## config.mk

```make
export PLATFORM = sky130hd
export DESIGN_NAME = gate_test_seq
export DESIGN_NICKNAME = d
export VERILOG_FILES = /design/src/rtl/gate_test_seq.sv
export SDC_FILE = /design/constraint.sdc
export NUM_CORES = 1
export LEC_CHECK = 0
export BUFFER_PORTS_ARGS = -buffer_cell sky130_fd_sc_hd__buf_2
export CORE_ASPECT_RATIO = 0.6
export CORE_MARGIN = 4
export CORE_UTILIZATION = 50
export DETAILED_ROUTE_END_ITERATION = 7
export PLACE_DENSITY = 0.75
export SLEW_MARGIN = 20
export SYNTH_ARGS = -nofsm -noshare
export SYNTH_HDL_FRONTEND = slang
export SYNTH_SLANG_ARGS = --single-unit
```

## constraint.sdc

```tcl
create_clock -name clk -period 4.3 [get_ports clk]
set_input_delay 1.075 -clock clk [delete_from_list [all_inputs] [get_ports clk]]
set_output_delay 1.075 -clock clk [all_outputs]
set_load 0.01 [all_outputs]
```

## src/rtl/gate_test_seq.sv

```systemverilog
// Purpose : drives all four (x1,x2) combinations into an AND/OR gate unit, holds each
//           for SETTLE cycles, samples and2/or2 and reports fail_mask, err_cnt and pass.
// Latency : a run is 4*SETTLE cycles from the start accept edge; done pulses the cycle after.
// Ports   : clk/rst (sync, active-high), start request; and2/or2 from the unit;
//           x1/x2 to the unit; busy, done, pass, fail_mask[3:0], err_cnt[3:0] status.
module gate_test_seq #(
    parameter int unsigned SETTLE = 2
) (
    input  logic       clk,
    input  logic       rst,
    input  logic       start,
    input  logic       and2,
    input  logic       or2,
    output logic       x1,
    output logic       x2,
    output logic       busy,
    output logic       done,
    output logic       pass,
    output logic [3:0] fail_mask,
    output logic [3:0] err_cnt
);

    localparam logic [7:0] LAST = 8'(SETTLE - 1);

    typedef enum logic {
        IDLE = 1'b0,
        RUN  = 1'b1
    } state_t;

    state_t     state_q, state_d;
    logic [1:0] v_q, v_d;
    logic [7:0] cnt_q, cnt_d;
    logic       x1_q, x1_d;
    logic       x2_q, x2_d;
    logic       done_q, done_d;
    logic       pass_q, pass_d;
    logic [3:0] mask_q, mask_d;
    logic [3:0] err_q, err_d;

    // Expected results come from the vector register, never from the sampled outputs.
    logic       exp_and, exp_or;
    logic       mm_and, mm_or;
    logic [1:0] mm_cnt;
    logic [4:0] err_sum;
    logic [3:0] err_sat;
    logic [1:0] v_next;

    always_comb begin
        exp_and = v_q[0] & v_q[1];
        exp_or  = v_q[0] | v_q[1];
        mm_and  = and2 ^ exp_and;
        mm_or   = or2 ^ exp_or;
        mm_cnt  = {1'b0, mm_and} + {1'b0, mm_or};
        err_sum = {1'b0, err_q} + {3'b000, mm_cnt};
        err_sat = (err_sum > 5'd8) ? 4'd8 : err_sum[3:0];
        v_next  = v_q + 2'd1;
    end

    always_comb begin
        state_d = state_q;
        v_d     = v_q;
        cnt_d   = cnt_q;
        x1_d    = x1_q;
        x2_d    = x2_q;
        done_d  = 1'b0;
        pass_d  = pass_q;
        mask_d  = mask_q;
        err_d   = err_q;

        case (state_q)
            IDLE: begin
                x1_d = 1'b0;
                x2_d = 1'b0;
                if (start) begin
                    state_d = RUN;
                    v_d     = 2'd0;
                    cnt_d   = 8'd0;
                    mask_d  = 4'd0;
                    err_d   = 4'd0;
                    pass_d  = 1'b0;
                end
            end
            RUN: begin
                if (cnt_q == LAST) begin
                    // Sample edge: score this vector, then advance or finish.
                    err_d       = err_sat;
                    mask_d[v_q] = mask_q[v_q] | (mm_cnt != 2'd0);
                    cnt_d       = 8'd0;
                    if (v_q == 2'd3) begin
                        state_d = IDLE;
                        v_d     = 2'd0;
                        x1_d    = 1'b0;
                        x2_d    = 1'b0;
                        done_d  = 1'b1;
                        pass_d  = (err_sat == 4'd0);
                    end else begin
                        v_d  = v_next;
                        x1_d = v_next[0];
                        x2_d = v_next[1];
                    end
                end else begin
                    cnt_d = cnt_q + 8'd1;
                end
            end
            default: state_d = IDLE;
        endcase
    end

    always_ff @(posedge clk) begin
        if (rst) begin
            state_q <= IDLE;
            v_q     <= 2'd0;
            cnt_q   <= 8'd0;
            x1_q    <= 1'b0;
            x2_q    <= 1'b0;
            done_q  <= 1'b0;
            pass_q  <= 1'b0;
            mask_q  <= 4'd0;
            err_q   <= 4'd0;
        end else begin
            state_q <= state_d;
            v_q     <= v_d;
            cnt_q   <= cnt_d;
            x1_q    <= x1_d;
            x2_q    <= x2_d;
            done_q  <= done_d;
            pass_q  <= pass_d;
            mask_q  <= mask_d;
            err_q   <= err_d;
        end
    end

    assign x1        = x1_q;
    assign x2        = x2_q;
    assign busy      = (state_q == RUN);
    assign done      = done_q;
    assign pass      = pass_q;
    assign fail_mask = mask_q;
    assign err_cnt   = err_q;

endmodule

```

==> metrics.txt, run 1 <==
# TYPE chip_impl_metric gauge
chip_impl_metric{name="overflow",unit=""} 0
chip_impl_info{name="cts_tree",value="done"} 1
chip_impl_metric{name="cellPowerDensity",unit="mW/mm^2"} 275
chip_impl_metric{name="depth_of_the_worst_register_to_register_path",unit=""} 11
chip_impl_info{name="ys_top_cells_by_area",value="dfxtp_1, ha_1, nor2_1"} 1
chip_impl_metric{name="fp.dieArea",unit="mm^2"} 0.00352
chip_impl_metric{name="critical-path-max-stage-delay",unit="ns"} 0.43
chip_impl_metric{name="antenna_cells_inserted",unit=""} 0
chip_impl_info{name="layout_commonest_cell",value="dfxtp_1"} 1
chip_impl_metric{name="cp_num_cells",unit=""} 10
chip_impl_metric{name="max_capacitance_violation_total",unit=""} 0
chip_impl_metric{name="worst-path-max-fanout",unit=""} 4
chip_impl_metric{name="placedInstanceArea",unit="mm^2"} 0.00142
chip_impl_metric{name="track_usage",unit=""} 0.191
chip_impl_metric{name="route.vias.total",unit=""} 1222
chip_impl_info{name="reg2reg_from",value="v_q[0]$_SDFFE_PP0P_"} 1
chip_impl_info{name="grt_setup_unrepaired",value="no"} 1
chip_impl_metric{name="report.final.setup_viol",unit=""} 0
chip_impl_metric{name="pin_count",unit=""} 18
chip_impl_metric{name="post_synth_num_cell_types",unit=""} 38
chip_impl_metric{name="grt_first_pass_wirelength",unit="um"} 5070
chip_impl_metric{name="dp_hpwl",unit="um"} 2410
chip_impl_metric{name="io_buffer_count",unit=""} 17
chip_impl_metric{name="detailedRoute.firstIterationViolations",unit=""} 72
chip_impl_metric{name="mappedNetlistArea",unit="mm^2"} 0.00131
chip_impl_metric{name="ys_ff_latch",unit=""} 23
chip_impl_metric{name="power_switching_share",unit=""} 0.261
chip_impl_metric{name="fp.dieH",unit="um"} 47.6
chip_impl_info{name="crit_path_top_delay_cell",value="fa_1"} 1
chip_impl_metric{name="synth_async_sr_flop_share",unit=""} 0
chip_impl_metric{name="cts.sink_count",unit=""} 23
chip_impl_metric{name="setup.reg_to_reg.worst_slack",unit="ns"} 1.56
chip_impl_metric{name="total_switching_power",unit="uW"} 106
chip_impl_info{name="crit_end",value="pass$_SDFFE_PP0P_"} 1
chip_impl_metric{name="synth.yosys.seq_area_share",unit=""} 0.353
chip_impl_metric{name="dr.pass1.iters",unit=""} 4
chip_impl_metric{name="final_min_period_over_clock_period",unit=""} 0.646
chip_impl_metric{name="gp_congestion",unit=""} 0.822
chip_impl_metric{name="cell_count_after_placement",unit=""} 197
chip_impl_metric{name="ir_drop",unit="mV"} 0.178
chip_impl_metric{name="postRouteWirelength",unit="um"} 3210
chip_impl_info{name="critical_path.cell_chain",value="buf_2 -> xnor2_1 -> inv_1 -> ha_1 -> ha_1 -> inv_1 -> fa_1 -> nand3_1 -> o211ai_1 -> a32o_1"} 1
chip_impl_metric{name="area_growth_syn_to_layout",unit="%"} 12.5
chip_impl_metric{name="cts_buffers",unit=""} 3
chip_impl_metric{name="postSynthAreaPerCell",unit="um^2"} 8.64
chip_impl_metric{name="cts_hold_buffers",unit=""} 0
chip_impl_metric{name="ys.warnings.count",unit=""} 0
chip_impl_metric{name="synth-edff-count",unit=""} 0
chip_impl_info{name="netlist.top_cell.by_area",value="dfxtp_1"} 1
chip_impl_metric{name="rows",unit=""} 14
chip_impl_metric{name="avgViaCountPerCell",unit=""} 6.08
chip_impl_metric{name="initial_utilization",unit=""} 0.521
chip_impl_metric{name="post_cts_setup_inserts",unit=""} 0
chip_impl_info{name="most_used_flip_flop_cell_after_synthesis",value="dfxtp_1"} 1
chip_impl_info{name="cp-startpoint",value="or2"} 1
chip_impl_metric{name="setup_total_negative_slack",unit="ns"} 0
chip_impl_metric{name="power_frac_seq",unit=""} 0.546
chip_impl_metric{name="report.final.slew_viol_count",unit=""} 0
chip_impl_metric{name="finalInstanceArea",unit="mm^2"} 0.00147
chip_impl_metric{name="cts.repair.resized",unit=""} 0
chip_impl_metric{name="cellLeakagePower",unit="uW"} 0.000591
chip_impl_info{name="root_buffer_master",value="clkbuf_8"} 1
chip_impl_metric{name="layout-drive-gt1-share",unit=""} 0.154
chip_impl_metric{name="via_count_of_the_first_global_routing_pass",unit=""} 1069
chip_impl_metric{name="synth_fp_nets",unit=""} 167
chip_impl_info{name="worst_hold_path_type",value="flip-flop to flip-flop"} 1
chip_impl_metric{name="drt.antenna.violating_nets",unit=""} 0
chip_impl_metric{name="layout.nets",unit=""} 186
chip_impl_metric{name="worst_setup_hold_path_clk_slew",unit="ns"} 0.08
chip_impl_info{name="outcome",value="finished, final reports clean"} 1
chip_impl_info{name="cp-end-kind",value="flip-flop"} 1
chip_impl_metric{name="clock_insertion_delay_at_the_later_pin_of_the_skew_report",unit="ns"} 0.26
chip_impl_metric{name="transition_time_of_the_tightest_slew_check_pin",unit="ns"} 1.01
chip_impl_metric{name="skew",unit="ns"} 0.00139
chip_impl_metric{name="routedWlPerCell",unit="um"} 16.0
chip_impl_info{name="most-common-layout-cells",value="dfxtp_1, nor2_1, buf_2, inv_1, nand3_1"} 1
chip_impl_metric{name="max-slew-margin-rel",unit=""} 0.320
chip_impl_metric{name="combPwrFrac",unit=""} 0.111
chip_impl_metric{name="cts-htree-levels",unit=""} 1
chip_impl_metric{name="cts_max_path_buffers",unit=""} 2
chip_impl_info{name="startpoint_type",value="input port"} 1
chip_impl_metric{name="power.internal",unit="uW"} 298
chip_impl_metric{name="layout.cells.non_filler",unit=""} 201
chip_impl_info{name="r2r-end",value="pass$_SDFFE_PP0P_"} 1
chip_impl_metric{name="cp.buffers_inverters",unit=""} 3
chip_impl_metric{name="fin_crit",unit="ns"} 2.78
chip_impl_metric{name="cp_data_required_time",unit="ns"} 4.47
chip_impl_metric{name="die_width",unit="um"} 74.0
chip_impl_metric{name="crit_arrival",unit="ns"} 2.94
chip_impl_metric{name="design.core.area",unit="mm^2"} 0.00250
chip_impl_metric{name="drcViolationCount",unit=""} 0
chip_impl_metric{name="final_hold_viol_count",unit=""} 0
chip_impl_info{name="critPathTopFamily",value="adder cells"} 1
chip_impl_metric{name="antenna_found_initial",unit=""} 0
chip_impl_metric{name="maxClockFrequency",unit="MHz"} 360
chip_impl_metric{name="grt_max_degree",unit=""} 20
chip_impl_metric{name="power.share.clock",unit=""} 0.343
chip_impl_info{name="worst-setup-path-type",value="input port to flip-flop"} 1
chip_impl_metric{name="netlist.area_leader.share",unit=""} 0.353
chip_impl_metric{name="synthesized_instance_count",unit=""} 151
worst min path at each step:
stage                                startpoint  slack (ns)  depth (start not counted)                    end
final                         pass$_SDFFE_PP0P_        0.48                          1      pass$_SDFFE_PP0P_
after global routing          pass$_SDFFE_PP0P_        0.51                          1      pass$_SDFFE_PP0P_
after CTS                     pass$_SDFFE_PP0P_        0.48                          1      pass$_SDFFE_PP0P_
after detailed placement      pass$_SDFFE_PP0P_        0.46                          1      pass$_SDFFE_PP0P_
after global placement        pass$_SDFFE_PP0P_        0.45                          1      pass$_SDFFE_PP0P_
after floorplan           cnt_q[2]$_SDFFE_PP0P_        0.50                          2  cnt_q[2]$_SDFFE_PP0P_
stage by stage:
step	utilization	power [uW]	setup slack [ns]	hold slack (ns)
2_1_floorplan	-	256	1.51	0.496
3_3_place_gp	0.566	268	1.33	0.447
3_5_place_dp	0.566	269	1.24	0.459
4_1_cts	0.586	406	1.53	0.479
5_1_grt	0.586	421	1.39	0.513
6_report	0.586	404	1.52	0.476
cell usage after synthesis, types with 3 or more instances:
cell / n
inv_1: 13
a31oi_1: 3
mux2i_1: 3
and3_1: 4
dfxtp_1: 23
nor2_1: 18
clkbuf_1: 3
nand2_1: 7
a311oi_1: 4
nand3b_1: 3
nor3_1: 4
ha_1: 10
xnor2_1: 3
o21ai_0: 4
a21oi_1: 9
nand3_1: 12
routing by layer:
metal | routed length [um] | vias to the layer above | global-route usage
li1 | - | 584 | -
met3 | 264 | 4 | 0.0482
met1 | 1600 | 583 | 0.281
met5 | 0 | - | 0
met4 | 22 | 0 | 0.0397
met2 | 1330 | 51 | 0.283
kinds of logic after synthesis:
group / count (synthesis) / share of synthesized area
adder cells (fa/ha/maj): 11 / 0.111
XOR/XNOR: 4 / 0.0269
flip-flops: 23 / 0.353
buffers and inverters: 16 / 0.0460
AO/OA/AOI/OAI: 32 / 0.174
AND/OR/NAND/NOR: 61 / 0.248
multiplexers: 4 / 0.0403
worst reg2reg max path, cell delays in order, from the launching register on:
cell	delay (ns)
dfxtp_1	0.47
inv_1	0.10
ha_1	0.26
xnor2_1	0.23
inv_1	0.07
ha_1	0.29
ha_1	0.18
inv_1	0.06
fa_1	0.43
nand3_1	0.12
o211ai_1	0.15
a32o_1	0.29
cell type report:
cell class / count / area, um^2
Fill cell: 236 / 1040
Tap cell: 32 / 40.0
Sequential cell: 23 / 460
Timing Repair Buffer: 17 / 85.1
Clock inverter: 1 / 7.51
Inverter: 13 / 48.8
Clock buffer: 3 / 41.3
Multi-Input combinational cell: 112 / 785
registers in the layout, summed over array words and instances, names as in the netlist:
name	cells
busy	1
v_q	2
x2	1
cnt_q	8
err_cnt	4
pass	1
done	1
fail_mask	4
x1	1
power groups by stage:
stage | Clock [uW] | Combinational (uW) | Sequential [uW]
detailed placement | 0 | 43.7 | 225
global placement | 0 | 42.7 | 225
floorplan | 0 | 31.8 | 224
finish | 138 | 44.8 | 220
CTS | 142 | 44.0 | 220
global route | 150 | 49.8 | 221
(Power assumes the default switching activity.)
==> inputs of run 2 (changes only) <==
--- a/config.mk
+++ b/config.mk
@@ -10,7 +10,7 @@
 export CORE_MARGIN = 4
 export CORE_UTILIZATION = 50
 export DETAILED_ROUTE_END_ITERATION = 7
-export PLACE_DENSITY = 0.75
+export PLACE_DENSITY = 0.78
 export SLEW_MARGIN = 20
 export SYNTH_ARGS = -nofsm -noshare
 export SYNTH_HDL_FRONTEND = slang
==> constraint.sdc (replaced) <==
create_clock -name clk -period 2.3 [get_ports clk]
set_input_delay 0.575 -clock clk [delete_from_list [all_inputs] [get_ports clk]]
set_output_delay 0.575 -clock clk [all_outputs]
set_load 0.01 [all_outputs]
==> metrics.txt, run 2 (synthesis results as in run 1) <==
# TYPE chip_impl_metric gauge
chip_impl_info{name="outcome",value="complete, but fails checks"} 1
chip_impl_info{name="failing_checks",value="negative setup slack"} 1
chip_impl_metric{name="layout-drive-gt1-share",unit=""} 0.358
chip_impl_metric{name="placedInstanceArea",unit="mm^2"} 0.00153
chip_impl_metric{name="fin_crit",unit="ns"} 2.32
chip_impl_metric{name="area_growth_syn_to_layout",unit="%"} 35.2
chip_impl_metric{name="cts.sink_count",unit=""} 23
chip_impl_metric{name="finalWorstSetupSlack",unit="ns"} -0.0229
chip_impl_metric{name="io_buffer_count",unit=""} 17
chip_impl_metric{name="largest_register_ff_count",unit=""} 8
chip_impl_metric{name="layout.nets",unit=""} 207
chip_impl_metric{name="fp.dieArea",unit="mm^2"} 0.00352
chip_impl_metric{name="track_usage",unit=""} 0.208
chip_impl_metric{name="fp.dieH",unit="um"} 47.6
chip_impl_metric{name="finalInstanceArea",unit="mm^2"} 0.00176
chip_impl_metric{name="dp_hpwl",unit="um"} 2460
chip_impl_metric{name="critical-path-max-stage-delay",unit="ns"} 0.40
chip_impl_info{name="crit_path_top_delay_cell",value="fa_2"} 1
chip_impl_metric{name="cellLeakagePower",unit="uW"} 0.000712
chip_impl_info{name="worst_hold_path_type",value="flip-flop to flip-flop"} 1
chip_impl_metric{name="report.final.slew_viol_count",unit=""} 0
chip_impl_info{name="root_buffer_master",value="clkbuf_8"} 1
chip_impl_info{name="worst-setup-path-type",value="flip-flop to flip-flop"} 1
chip_impl_metric{name="initial_utilization",unit=""} 0.521
chip_impl_metric{name="setup.reg_to_reg.worst_slack",unit="ns"} -0.02
chip_impl_info{name="cts_tree",value="done"} 1
chip_impl_metric{name="final_min_period_over_clock_period",unit=""} 1.01
chip_impl_metric{name="antenna_found_initial",unit=""} 0
chip_impl_metric{name="finalCoreUtilization",unit=""} 0.704
chip_impl_metric{name="cts-htree-levels",unit=""} 1
chip_impl_info{name="critical_path.cell_chain",value="inv_2 -> ha_4 -> xnor2_2 -> inv_1 -> ha_4 -> ha_4 -> inv_2 -> fa_2 -> nand3_2 -> o211ai_1 -> buf_4 -> a32o_1"} 1
chip_impl_info{name="most-common-layout-cells",value="dfxtp_1, buf_4, nor2_1, buf_2, nand3_1"} 1
chip_impl_metric{name="avgViaCountPerCell",unit=""} 5.89
chip_impl_metric{name="final_hold_viol_count",unit=""} 0
chip_impl_metric{name="dr.pass1.iters",unit=""} 4
chip_impl_metric{name="maxClockFrequency",unit="MHz"} 430
chip_impl_metric{name="report.final.setup_viol",unit=""} 1
chip_impl_info{name="crit_top_cell",value="ha_4"} 1
chip_impl_info{name="reg2reg_from",value="v_q[0]$_SDFFE_PP0P_"} 1
chip_impl_metric{name="cts_hold_buffers",unit=""} 0
chip_impl_info{name="startpoint_type",value="flip-flop"} 1
chip_impl_metric{name="ir_drop",unit="mV"} 0.368
chip_impl_metric{name="dpl_worst_slack",unit="ns"} -0.237
chip_impl_metric{name="cellPowerDensity",unit="mW/mm^2"} 446
chip_impl_metric{name="cp_data_required_time",unit="ns"} 2.47
chip_impl_metric{name="grt_max_degree",unit=""} 16
chip_impl_metric{name="max-slew-margin-rel",unit=""} 0.625
chip_impl_metric{name="detailedRoute.firstIterationViolations",unit=""} 57
chip_impl_metric{name="transition_time_of_the_tightest_slew_check_pin",unit="ns"} 0.561
chip_impl_info{name="critPathTopFamily",value="adder cells"} 1
chip_impl_metric{name="gp_congestion",unit=""} 0.855
chip_impl_metric{name="route.vias.total",unit=""} 1307
chip_impl_metric{name="rows",unit=""} 14
chip_impl_metric{name="overflow",unit=""} 0
chip_impl_metric{name="max_capacitance_violation_total",unit=""} 0
chip_impl_metric{name="antenna_cells_inserted",unit=""} 0
chip_impl_info{name="grt_setup_unrepaired",value="yes"} 1
chip_impl_metric{name="cp_num_cells",unit=""} 12
chip_impl_info{name="cp-startpoint",value="v_q[0]$_SDFFE_PP0P_"} 1
chip_impl_metric{name="clock_insertion_delay_at_the_later_pin_of_the_skew_report",unit="ns"} 0.27
chip_impl_metric{name="pin_count",unit=""} 18
chip_impl_info{name="registers.top_by_ff_count",value="cnt_q"} 1
chip_impl_metric{name="num-fill-cells",unit=""} 187
chip_impl_info{name="crit_end",value="pass$_SDFFE_PP0P_"} 1
chip_impl_metric{name="cts_max_path_buffers",unit=""} 2
chip_impl_metric{name="design.core.area",unit="mm^2"} 0.00250
chip_impl_info{name="cp-end-kind",value="flip-flop"} 1
chip_impl_metric{name="layout.cells.non_filler",unit=""} 222
chip_impl_metric{name="routedWlPerCell",unit="um"} 16.4
chip_impl_metric{name="cts_buffers",unit=""} 3
chip_impl_metric{name="grt_first_pass_wirelength",unit="um"} 5530
chip_impl_metric{name="postRouteWirelength",unit="um"} 3650
chip_impl_metric{name="skew",unit="ns"} 0.00248
chip_impl_metric{name="drcViolationCount",unit=""} 0
chip_impl_metric{name="die_width",unit="um"} 74.0
chip_impl_metric{name="cp.buffers_inverters",unit=""} 4
chip_impl_metric{name="worst_setup_hold_path_clk_slew",unit="ns"} 0.09
chip_impl_info{name="r2r-end",value="pass$_SDFFE_PP0P_"} 1
chip_impl_metric{name="worst-path-max-fanout",unit=""} 4
chip_impl_metric{name="crit_arrival",unit="ns"} 2.49
chip_impl_metric{name="cell_count_after_placement",unit=""} 210
chip_impl_metric{name="via_count_of_the_first_global_routing_pass",unit=""} 1190
chip_impl_metric{name="drt.antenna.violating_nets",unit=""} 0
chip_impl_metric{name="depth_of_the_worst_register_to_register_path",unit=""} 12
## run 2: changes by cell type in the layout (fill, tap and decap cells not counted), sizes merged
cell	previous run	this run
buf	17	38
## run 2: final cells by class
| cell class | count | area (um^2) | share of cell area |
|---|---|---|---|
| multi-input combinational | 112 | 918 | 0.521 |
| sequential | 23 | 465 | 0.264 |
| timing repair buffer | 38 | 243 | 0.138 |
| inverter | 13 | 48.8 | 0.0277 |
| clock buffer | 3 | 41.3 | 0.0234 |
| tap | 32 | 40.0 | 0.0227 |
| clock inverter | 1 | 7.51 | 0.00426 |
## run 2: power breakdown
part,switching [uW],internal (uW)
registers,9.43,402
clock network,141,123
logic,61.2,50.7
total,211,576
## run 2: worst min-delay path by stage
| stage | start | end | slack (ns) | cells after the start |
|---|---|---|---|---|
| after floorplan | v_q[0]$_SDFFE_PP0P_ | v_q[0]$_SDFFE_PP0P_ | 0.49 | 2 |
| after global placement | pass$_SDFFE_PP0P_ | pass$_SDFFE_PP0P_ | 0.45 | 1 |
| after detailed placement | pass$_SDFFE_PP0P_ | pass$_SDFFE_PP0P_ | 0.46 | 1 |
| after CTS | pass$_SDFFE_PP0P_ | pass$_SDFFE_PP0P_ | 0.48 | 1 |
| after global routing | pass$_SDFFE_PP0P_ | pass$_SDFFE_PP0P_ | 0.51 | 1 |
| final | pass$_SDFFE_PP0P_ | pass$_SDFFE_PP0P_ | 0.48 | 1 |
## run 2: metal layers
| metal | vias up | share of wire | track usage |
|---|---|---|---|
| met5 | - | 0 | 0 |
| met4 | 0 | 0.010 | 0.0758 |
| met3 | 8 | 0.081 | 0.0545 |
| met2 | 58 | 0.46 | 0.319 |
| met1 | 609 | 0.45 | 0.286 |
| li1 | 632 | - | - |
## run 2: stage by stage
stage	setup TNS (ns)	hold slack [ns]	total power, uW
2_1_floorplan	0	0.489	479
3_3_place_gp	-0.531	0.447	509
3_5_place_dp	-1.02	0.459	512
4_1_cts	-0.129	0.480	772
5_1_grt	-0.303	0.506	812
6_report	-0.0229	0.478	787
## run 2: repair_timing
item,4_1_cts,5_1_grt
pin swaps,14,6
buffers inserted,4,4
endpoints found under the hold margin,0,0
endpoints found under the setup margin,5,5
resized for setup,9,14
